--- src/rtl/mmu_lsu.sv ---
// mmu_lsu: single-request load/store unit between the CU and a word-organised SRAM.
// Splits byte addresses into word index and lane mask, pulses the SRAM, then aligns and extends read data.
module mmu_lsu #(
    parameter int ADDR_W     = 32,
    parameter int SRAM_DEPTH = 128,
    parameter int SRAM_LAT   = 1,
    localparam int SRAM_AW   = $clog2(SRAM_DEPTH)
) (
    input  logic               soc_clk,
    input  logic               soc_rst,
    input  logic               MMU_stall,
    input  logic               MMU_flush,
    input  logic               CU_req,
    input  logic               CU_we,
    input  logic [1:0]         CU_size,
    input  logic               CU_unsigned,
    input  logic [ADDR_W-1:0]  CU_address,
    input  logic [31:0]        CU_dat_in,
    output logic [31:0]        CU_dat_out,
    output logic               MMU_ready,
    output logic               MMU_misalign,
    output logic               MMU_oob,
    output logic [SRAM_AW-1:0] SRAM_addr_sel,
    output logic [3:0]         SRAM_byte_sel,
    output logic [31:0]        SRAM_dat_in,
    input  logic [31:0]        SRAM_dat_out,
    output logic               read_pulse,
    output logic               write_pulse
);
    localparam int CNT_W = (SRAM_LAT > 1) ? $clog2(SRAM_LAT) : 1;
    localparam logic [ADDR_W-1:0] DEPTH_C  = ADDR_W'(SRAM_DEPTH);
    localparam logic [CNT_W-1:0]  CNT_LOAD = CNT_W'(SRAM_LAT - 1);
    localparam logic [CNT_W-1:0]  CNT_ZERO = CNT_W'(0);
    localparam logic [CNT_W-1:0]  CNT_ONE  = CNT_W'(1);

    typedef enum logic [1:0] {IDLE = 2'd0, ISSUE = 2'd1, WAIT = 2'd2, DONE = 2'd3} state_t;

    state_t            state_r, state_nx, fsm_nx;
    logic [CNT_W-1:0]  cnt_r;
    logic              we_r, uns_r, mis_r, oob_r;
    logic [1:0]        size_r, off_r;
    logic [ADDR_W-1:0] word_s;
    logic [1:0]        off_s;
    logic [3:0]        mask_s;
    logic              mis_s, oob_s, capture_s, data_done_s;

    // Sign- or zero-extend a right-justified sub-word read; size 11 never reaches here.
    function automatic logic [31:0] extend(input logic [31:0] raw, input logic [1:0] size,
                                           input logic uns);
        logic [31:0] res;
        case (size)
            2'b00:   res = {{24{raw[7] & ~uns}}, raw[7:0]};
            2'b01:   res = {{16{raw[15] & ~uns}}, raw[15:0]};
            default: res = raw;
        endcase
        return res;
    endfunction

    assign word_s      = {2'b00, CU_address[ADDR_W-1:2]};
    assign off_s       = CU_address[1:0];
    assign oob_s       = (word_s >= DEPTH_C);
    assign capture_s   = (state_r == IDLE) & CU_req & ~MMU_stall & ~MMU_flush;
    assign data_done_s = (state_r == WAIT) & (cnt_r == CNT_ZERO) & ~MMU_flush;

    assign MMU_ready    = (state_r == DONE);
    assign MMU_misalign = (state_r == DONE) & mis_r;
    assign MMU_oob      = (state_r == DONE) & oob_r;

    // Lane mask and alignment check for the request presented on the CU inputs.
    always_comb begin
        mask_s = 4'b0000;
        mis_s  = 1'b1;
        case (CU_size)
            2'b00:   begin mask_s = 4'b0001 << off_s; mis_s = 1'b0;               end
            2'b01:   begin mask_s = 4'b0011 << off_s; mis_s = off_s[0];           end
            2'b10:   begin mask_s = 4'b1111 << off_s; mis_s = (off_s != 2'b00);   end
            default: begin mask_s = 4'b0000;          mis_s = 1'b1;               end
        endcase
    end

    // State register.
    always_ff @(posedge soc_clk) begin
        if (soc_rst) begin
            state_r <= IDLE;
        end else begin
            state_r <= state_nx;
        end
    end

    // Next-state and SRAM strobe decode; a stalled ISSUE holds and defers its pulse.
    always_comb begin
        fsm_nx      = state_r;
        read_pulse  = 1'b0;
        write_pulse = 1'b0;
        case (state_r)
            IDLE: begin
                if (capture_s) begin
                    fsm_nx = (mis_s | oob_s) ? DONE : ISSUE;
                end else begin
                    fsm_nx = IDLE;
                end
            end
            ISSUE: begin
                if (MMU_stall) begin
                    fsm_nx = ISSUE;
                end else if (we_r) begin
                    write_pulse = 1'b1;
                    fsm_nx      = DONE;
                end else begin
                    read_pulse = 1'b1;
                    fsm_nx     = WAIT;
                end
            end
            WAIT: begin
                if (cnt_r == CNT_ZERO) begin
                    fsm_nx = DONE;
                end else begin
                    fsm_nx = WAIT;
                end
            end
            DONE: begin
                if (MMU_stall) begin
                    fsm_nx = DONE;
                end else begin
                    fsm_nx = IDLE;
                end
            end
            default: fsm_nx = IDLE;
        endcase
        state_nx = MMU_flush ? IDLE : fsm_nx;
    end

    // Read-latency counter, loaded as the read strobe fires.
    always_ff @(posedge soc_clk) begin
        if (soc_rst) begin
            cnt_r <= CNT_ZERO;
        end else if (read_pulse) begin
            cnt_r <= CNT_LOAD;
        end else if ((state_r == WAIT) && (cnt_r != CNT_ZERO)) begin
            cnt_r <= cnt_r - CNT_ONE;
        end else begin
            cnt_r <= cnt_r;
        end
    end

    // Request capture, SRAM drive registers and read-data return.
    always_ff @(posedge soc_clk) begin
        if (soc_rst) begin
            we_r          <= 1'b0;
            uns_r         <= 1'b0;
            mis_r         <= 1'b0;
            oob_r         <= 1'b0;
            size_r        <= 2'b00;
            off_r         <= 2'b00;
            SRAM_addr_sel <= {SRAM_AW{1'b0}};
            SRAM_byte_sel <= 4'b0000;
            SRAM_dat_in   <= 32'h0000_0000;
            CU_dat_out    <= 32'h0000_0000;
        end else begin
            if (capture_s) begin
                we_r          <= CU_we;
                uns_r         <= CU_unsigned;
                mis_r         <= mis_s;
                oob_r         <= oob_s;
                size_r        <= CU_size;
                off_r         <= off_s;
                SRAM_addr_sel <= word_s[SRAM_AW-1:0];
                SRAM_byte_sel <= mask_s;
                SRAM_dat_in   <= CU_dat_in << {off_s, 3'b000};
            end
            if (data_done_s) begin
                CU_dat_out <= extend(SRAM_dat_out >> {off_r, 3'b000}, size_r, uns_r);
            end
        end
    end
endmodule

--- config.mk ---
export PLATFORM = sky130hd
export DESIGN_NAME = mmu_lsu
export DESIGN_NICKNAME = d
export VERILOG_FILES = /design/src/rtl/mmu_lsu.sv
export SDC_FILE = /design/constraint.sdc
export NUM_CORES = 1
export LEC_CHECK = 0
export BUFFER_PORTS_ARGS = -buffer_cell sky130_fd_sc_hd__buf_4
export CORE_AREA = 2 2 102 104
export CTS_BUF_LIST = sky130_fd_sc_hd__clkbuf_8 sky130_fd_sc_hd__clkbuf_16
export DETAILED_ROUTE_END_ITERATION = 12
export DIE_AREA = 0 0 104 106
export GPL_TIMING_DRIVEN = 0
export MAX_ROUTING_LAYER = met4
export PLACE_DENSITY = 0.75
export SETUP_SLACK_MARGIN = 0.3
export SKIP_CTS_REPAIR_TIMING = 1
export SLEW_MARGIN = 30
export SYNTH_ARGS = -nofsm -noshare
export SYNTH_HDL_FRONTEND = slang
export SYNTH_SLANG_ARGS = --single-unit
--- constraint.sdc ---
create_clock -name soc_clk -period 2.23 [get_ports soc_clk]
set_input_delay 0.446 -clock soc_clk [delete_from_list [all_inputs] [get_ports soc_clk]]
set_output_delay 0.446 -clock soc_clk [all_outputs]
set_load 0.02 [all_outputs]
Word level (Yosys, flattened, before mapping)
Index checks and enable logic that the tools add are counted.
{ "word_totals": {"regBits": 86, "latch_bits": 0, "mem_bits_rw": 0, "rom_bits": 0, "input_bits": 105, "output_inout_bits": 80, "wordCells": 62, "memories": 0} }
{ "classes": {"n_addsub": 1, "n_mul": 0, "div_mod_pow": 0, "magnitude_cmp": 1, "n_eq_ne": 6, "shifts": 5, "mux": 16, "bitwise_logic": 14, "reduce_logical": 7} }
{ "op_table": {"columns": ["cell", "count"], "rows": [
  ["32-bit one-hot mux with 2 select lines", 1],
  ["32-bit by 5-bit << shifter with 32-bit output", 1],
  ["32-bit by 5-bit right shift with 32-bit output", 1],
  ["30-bit by 8-bit greater-or-equal comparator with 1-bit output, second input constant", 1],
  ["4-bit one-hot mux with 3 select lines", 1],
  ["1-bit bitwise AND", 9],
  ["1-bit two-way mux", 8],
  ["2-bit two-way mux", 4],
  ["2-bit one-hot mux with 4 select lines", 1],
  ["2-bit by 1-bit equality test with 1-bit output, second input constant", 3],
  ["2-bit equality test, second input constant", 3],
  ["2-bit logical NOT", 3],
  ["1-bit NOT", 4],
  ["2-bit OR reduction", 2],
  ["1-bit by 2-bit << shifter with 4-bit output, first input constant", 1],
  ["2-bit by 2-bit << shifter with 4-bit output, first input constant", 1],
  ["4-bit by 2-bit << shifter with 4-bit output, first input constant", 1],
  ["1-bit one-hot mux with 3 select lines", 1],
  ["2-bit nonzero test", 1],
  ["1-bit logical AND", 1],
  ["1-bit OR", 1],
  ["1-bit subtractor, second input constant", 1]
]} }

Longest topological paths before layout
Gate-level depths: netlist of the first run.
{ "logic_depth": {"depth_word": 6, "depth_mapped": 7, "depth_no_buf": 6} }

Worst setup path before layout of the first run
Ideal clock, no wire load.
{ "synth_timing": {"kind": "input port to flip-flop", "start": "in SRAM_dat_out[7]", "end": "reg CU_dat_out[23]", "setup_time_ns": 0.143, "t_arrival_ns": 1.458, "required_ns": 2.087, "setup_slack_ns": 0.629, "path_stages": 5, "n_path_buf": 1, "cell_sequence": "nor2b_1 -> a2111oi_0 -> o31a_4 -> buf_6 -> a211oi_2"} }
{ "synth_between": {"elab_chain_cells": 3, "word_cells_on_any_way": 4, "classes_between": "1 x shift; 1 x mux; 2 x bitwise"} }
{ "synth_lines": {"columns": ["element", "line", "rtl"], "rows": [
  ["from (decl)", "26", "input logic [31:0] SRAM_dat_out,"],
  ["32-bit by 5-bit right shift with 32-bit output (*)", "172", "CU_dat_out <= extend(SRAM_dat_out >> {off_r, 3'b000}, size_r, uns_r);"],
  ["1-bit bitwise AND (on tied branches)", "53, 52", null],
  ["32-bit one-hot mux with 2 select lines (*)", "51", "case (size)"],
  ["to (signal assigned)", "172", null],
  ["to (decl)", "19", "output logic [31:0] CU_dat_out,"]
]} }
Mark *: on every way between the ends. The rest lies on a longest branch, timed or not.
A chain may end at the register's enable or synchronous reset.

Final worst setup path of the first run
{ "layout_timing": {"start": "reg state_r[0]", "end": "out read_pulse"} }
{ "layout_between": {"elab_chain_cells": 2} }
{ "layout_lines": {"columns": ["element", "line", "rtl"], "rows": [
  ["from (decl)", "38", "state_t state_r, state_nx, fsm_nx;"],
  ["from (signal assigned)", "86", "state_r <= state_nx;"],
  ["2-bit by 1-bit equality test with 1-bit output", "95", "case (state_r)"],
  ["1-bit two-way mux", "95", null],
  ["to (decl)", "27", "output logic read_pulse,"]
]} }
Every way passes these cells.

==> metrics.csv, run 1 <==
stage;metric;value;unit
sta;tightest_slew;0.680;ns
place;dp_hpwl;11500;microns
power_and_ir_drop;leakage;2.54;nW
floorplanning;std_cell_rows;37;
clocking;cts_root_buffer;clkbuf_8;
floorplanning;die-area;11000;sq um
detailed_routing;via_per_inst;5.25;
grt;grt_pass1_vias;4413;
sta;setup_viol;0;
clocking;clk_latency;0.36;ns
detailed_routing;initialDrtViolationCount;175;
sta;layout_setup_ws;0.473;ns
sta;fin_setup_tns;0;ns
power_and_ir_drop;p_per_area;573;nW/um^2
synthesis;synth.avg_cell_area;8.35;sq um
clocking;clock-sinks;86;
setup_path;cp_cell_sequence;nand2b_1, nor3_1, buf_4;
clocking;cts_tree;done;
sta;fmax;569;MHz
sta;rsz0062_at_grt;false;
place;pre_cts_ws;0.272;ns
grt;grt-ovfl-total;0;
place;gp_congestion;0.932;
place;portBuffers;184;
detailed_routing;drt_wl_total;14400;microns
floorplanning;ioPinCount;185;
synthesis;yosys_warnings;0;
floorplanning;fp.coreArea;10000;sq um
setup_path;cp-start-kind;flip-flop;
synthesis;synth_fp_nets;629;
sta;fin_crit_sh;78.8;%
layout;nets;824;
setup_path;regToRegSetupSlack;0.47;ns
layout;drive_gt1_share;37.9;%
setup_path;cpPeakStageDelay;0.41;ns
grt;grt_max_degree;15;
clocking;htree_levels;3;
clocking;cts_buffers;9;
sta;final-hold-violation-count;0;
floorplanning;fp.dieH;106;microns
worst_hold_path;worst_hold_path_type;input pin to flip-flop;
synthesis;synth_top_area_share;39.6;%
clocking;cts.reportedPaths.clkPinSlew;0.09;ns
layout;num_antenna_cells;0;
detailed_routing;routedWlPerCell;16.7;microns
synthesis;ys_top_cells_by_area;dfxtp_1 (40%), nand2_1 (8.3%), mux2i_1 (7.4%);
floorplanning;die_w;104;microns
setup_path;critPathArrivalTime;1.31;ns
synthesis;synth_edf_count;0;
detailed_routing;ant_nets;0;
grt;grt_pass1_wl;22600;microns
grt;antenna_found_initial;0;
detailed_routing;num_vias;4499;
synthesis;yosysMostFrequentCell;nand2_1;
sta;period_needed;1.76;ns
sta;finalClockSkew;0.00358;ns
setup_path;crit_type;flip-flop to primary output;
place;placed_area;5900;sq um
synthesis;async_reset_ff_share;0;%
run;maxCapViolCount;0;
status;status;complete, no violations;
grt;grtUsageTotal;26.8;%
layout;area_growth;41.1;%
setup_path;end_kind;primary output;
synthesis;synth.cell_area;4350;sq um
synthesis;synth-main-ff-cell;dfxtp_1;
layout;fin_area;6140;sq um
setup_path;path_max_fanout;10;
synthesis;ys_types;44;
detailed_routing;drc;0;
setup_path;slowest_stage;dfxtp_2;
sta;slew_headroom;54.7;%
synthesis;yosys.area.top_type;dfxtp_1;
synthesis;ys_seq_area_share;39.6;%
synthesis;yosys_register_bits;86;
clocking;clockBufferDepth;2;
setup_path;worstPathRequired;1.78;ns
synthesis;ys_top_cells_by_count;nand2_1 (96), dfxtp_1 (86), nor2_1 (52);
sta;worst_hold_slack;0.319;ns
synthesis;synth_cells;521;
power_and_ir_drop;peakVddDrop;0.304;mV
detailed_routing;dr.pass1.iters;4;
floorplanning;start_util;43.5;%
sta;drv_slew;0;
## power by group
part           internal (mW)  total (mW)  switching [mW]  leakage, nW
Combinational          0.302       0.643           0.341         1.72
Clock                  0.692        1.26           0.569        0.116
Sequential              1.58        1.61          0.0287        0.698
## worst max-delay path: cells and delay by family (launching register included)
family	cells	cell delay (ns)
simple gates	2	0.33
flops	1	0.41
buf+inv	1	0.20
## metrics by stage
stage                     utilization, %  total power [mW]  std cells
after floorplan                        -              1.97        521
after global placement              59.0              2.28        841
after detailed placement            59.0              2.29        841
after CTS                           61.4              3.53        857
after global routing                61.4              3.68        857
final                               61.4              3.51        857
## state kept, by name (all words and copies together) (netlist names), 2 cells and up
name	count
SRAM_byte_sel	4
off_r	2
CU_dat_out	32
SRAM_dat_in	32
SRAM_addr_sel	7
state_r	2
size_r	2
## placed cells by master (no fill, tap or decap), types with 2 or more instances in the layout
master     netlist  routed
buf_4            8     192
nand2_1         96      96
dfxtp_1         86      85
nor2_1          52      52
a21oi_1         51      51
mux2i_1         32      32
nor3_1          20      20
buf_2           18      18
mux2_2          18      18
clkbuf_1        16      16
a211oi_1        16      16
o211ai_1        15      15
a211oi_2        11      11
clkbuf_8         0      11
nor2b_1         10      10
nand3_1          9       9
or3_1            8       8
a21oi_2          8       8
o2bb2ai_1        7       7
nor4_1           5       5
and3_1           4       4
inv_1            3       3
ha_1             3       3
nand2b_1         2       2
or4_1            2       2
or2_2            2       2
bufinv_16        0       2
## metal layers
metal,up-vias,global-route usage (%),share of wire [%],wire length (microns)
met1,2055,30.6,41,5910
met3,25,6.87,7.7,1110
li1,2224,-,-,-
met5,-,-,0,0
met2,195,45.9,49,7010
met4,0,9.36,2.3,327
## cells by family after synthesis
logic type,count (synthesis),share of synthesized area [%]
flops,86,39.6
buf+inv,47,5.43
fa+ha+maj,3,0.863
simple gates,218,22.4
compound gates,116,19.2
mux,51,12.5
## worst paths after layout
check	startpoint	to	cells past startpoint
worst max-delay path	state_r[0]	read_pulse	3
worst min-delay path	CU_unsigned	uns_r	3
worst max register to register	off_r[0]	CU_dat_out[11]	5
worst min register to register	SRAM_dat_in[0]	SRAM_dat_in[0]	2
## cell type report
cell class,instances,area [sq um]
flip-flops and latches,86,1720
plain buffers,44,225
multi-input cells,388,2390
repair buffers,184,1380
well taps,136,170
clock buffers,11,151
inverters,3,11.3
fillers,923,3860
clock inverters,5,81.3
Power figures use the tool's default switching activity.
==> inputs of run 2 (changes only) <==
- CORE_AREA: 2 2 102 104 -> 2 2 104 106
- DIE_AREA: 0 0 104 106 -> 0 0 106 108
- clock period: 2.23 -> 1.4 ns (I/O delays scaled with it)
==> run 2 against run 1 <==
Net effect: the run now ends with setup timing left; die area up 3.8%; clock power up 26%; register-to-register slack worse by 0.71 ns; cell count up 4.8%; total power up 59%; largest cell class unchanged; utilization up 14 points.
==> metrics.csv, run 2 (synthesis gave the netlist of run 1 again) <==
stage;metric;value;unit;change
status;status;complete, but fails checks;;was complete, no violations
status;violations;setup timing;;
power_and_ir_drop;power;5.58;mW;was 3.51 mW
floorplanning;ioPinCount;185;;unchanged
clocking;cts_buffers;9;;unchanged
floorplanning;die_w;106;microns;was 104 microns
grt;grt_pass1_wl;22000;microns;was 22600 microns
worst_hold_path;worst_hold_path_type;input pin to flip-flop;;unchanged
detailed_routing;ant_nets;0;;unchanged
setup_path;crit_family;flip-flops;;unchanged
grt;grt-ovfl-total;0;;unchanged
floorplanning;start_util;42.5;%;was 43.5%
setup_path;cpPeakStageDelay;0.44;ns;was 0.41 ns
setup_path;cp-start-kind;flip-flop;;unchanged
sta;worst_hold_slack;0.154;ns;was 0.319 ns
floorplanning;fp.coreArea;10200;sq um;was 10000 sq um
sta;drv_slew;0;;unchanged
sta;tightest_slew;0.841;ns;was 0.680 ns
layout;num_antenna_cells;0;;unchanged
detailed_routing;dr.pass1.iters;4;;unchanged
clocking;cts_root_buffer;clkbuf_8;;unchanged
sta;final-hold-violation-count;0;;unchanged
sta;finalClockSkew;0.0125;ns;was 0.00358 ns
power_and_ir_drop;leakage;3.14;nW;was 2.54 nW
floorplanning;fp.dieH;108;microns;was 106 microns
detailed_routing;via_per_inst;5.49;;was 5.25
clocking;cts.reportedPaths.clkPinSlew;0.08;ns;was 0.09 ns
clocking;clockBufferDepth;2;;unchanged
grt;grt_max_degree;14;;was 15
detailed_routing;drc;0;;unchanged
setup_path;critPathArrivalTime;1.37;ns;was 1.31 ns
detailed_routing;routedWlPerCell;19.0;microns;was 16.7 microns
floorplanning;die-area;11400;sq um;was 11000 sq um
setup_path;path_max_fanout;3;;was 10
run;maxCapViolCount;0;;unchanged
setup_path;crit_buf_inv;1;;unchanged
clocking;cts_tree;done;;unchanged
layout;final_cell_mix;buf_4 (132), buf_6 (93), nand2_1 (81);;was buf_4 (192), nand2_1 (96), dfxtp_1 (85)
sta;fin_crit_sh;118;%;
setup_path;slowest_stage;dfxtp_1;;was dfxtp_2
detailed_routing;drt_wl_total;17100;microns;was 14400 microns
layout;top_regs;CU_dat_out x32, SRAM_dat_in x32, SRAM_addr_sel x7;;unchanged
sta;fmax;606;MHz;
place;portBuffers;184;;unchanged
floorplanning;std_cell_rows;37;;unchanged
setup_path;cp_cell_sequence;nor2b_1, nor2b_2, buf_4;;was nand2b_1, nor3_1, buf_4
layout;layout_commonest_cell;buf_4;;unchanged
grt;grtUsageTotal;25.3;%;was 26.8%
power_and_ir_drop;peakVddDrop;0.462;mV;was 0.304 mV
clocking;htree_levels;3;;unchanged
sta;rsz0062_at_grt;true;;was false
layout;nets;867;;was 824
setup_path;worstPathRequired;1.12;ns;was 1.78 ns
clocking;clk_latency;0.37;ns;was 0.36 ns
grt;grt_pass1_vias;4332;;was 4413
layout;drive_gt1_share;65.1;%;was 37.9%
sta;layout_setup_ws;-0.250;ns;was 0.473 ns
layout;area_growth;78.3;%;was 41.1%
detailed_routing;initialDrtViolationCount;280;;was 175
detailed_routing;num_vias;4926;;was 4499
setup_path;crit_type;flip-flop to primary output;;unchanged
power_and_ir_drop;p_per_area;719;nW/um^2;was 573 nW/um^2
sta;setup_viol;88;;was 0
place;pre_cts_ws;-0.303;ns;was 0.272 ns
place;gp_congestion;0.893;;was 0.932
sta;period_needed;1.65;ns;
sta;slew_headroom;44.0;%;was 54.7%
clocking;clock-sinks;86;;unchanged
grt;antenna_found_initial;0;;unchanged
setup_path;end_kind;primary output;;unchanged
place;dp_hpwl;11100;microns;was 11500 microns
==> run 2: changes by cell type in the layout (fill, tap and decap cells not counted), moves of 11 or more <==
cell      change
a211oi_1     -15
a211oi_2     +11
a21oi_1      -28
a21oi_2      +28
buf_2        -16
buf_4        -60
buf_6        +92
buf_8        +13
dfxtp_1      -76
dfxtp_2      +74
nand2_1      -15
nand2_4      +12
nor2_1       -11
==> run 2: where the power goes <==
part | leakage, nW | total [mW] | internal (mW) | switching, mW
registers | 0.735 | 2.59 | 2.53 | 0.0625
clock network | 0.0922 | 1.59 | 0.711 | 0.881
logic | 2.31 | 1.39 | 0.687 | 0.706
total | 3.14 | 5.58 | 3.93 | 1.65
==> run 2: worst paths after layout <==
path / to / slack, ns / cells past startpoint / start
max: write_pulse / -0.25 / 3 / we_r
max reg2reg: CU_dat_out[13] / -0.24 / 6 / state_r[1]
min reg2reg: SRAM_addr_sel[6] / 0.46 / 2 / SRAM_addr_sel[6]
min: SRAM_addr_sel[0] / 0.15 / 3 / CU_address[2]
==> run 2: area by class of cell <==
cell class	count	area, sq um
buffer	44	410
timing repair buffer	227	2210
clock buffer	11	151
clock inverter	3	13.8
inverter	3	16.3
sequential	86	1820
fill	659	2470
multi-input combinational	388	2970
tap	136	170
==> run 2: worst register-to-register path, stage by stage (launching register included) <==
cell and delay (ns):
dfxtp_2 0.35, buf_6 0.12, or4b_4 0.47, buf_8 0.15
a21o_4 0.23, a21oi_2 0.13, nor3_2 0.05
==> run 2: per-stage QoR <==
step / utilization, % / instances / TNS, ns / area [sq um]
2_1_floorplan: - / 521 / -1.63 / 4510
3_3_place_gp: 59.2 / 841 / -10.03 / 6060
3_5_place_dp: 59.2 / 841 / -12.28 / 6060
4_1_cts: 60.8 / 855 / -6.79 / 6220
5_1_grt: 75.9 / 898 / -18.03 / 7760
6_report: 75.9 / 898 / -13.93 / 7760
==> run 2: routing by layer <==
layer	track usage (%)	wire length, microns	up-vias	share of wire, %
met4	11.4	674	0	3.9
met2	42.7	8710	212	51
met1	29.4	6630	2365	39
li1	-	-	2302	-
met5	-	0	-	0
met3	4.88	1090	47	6.4
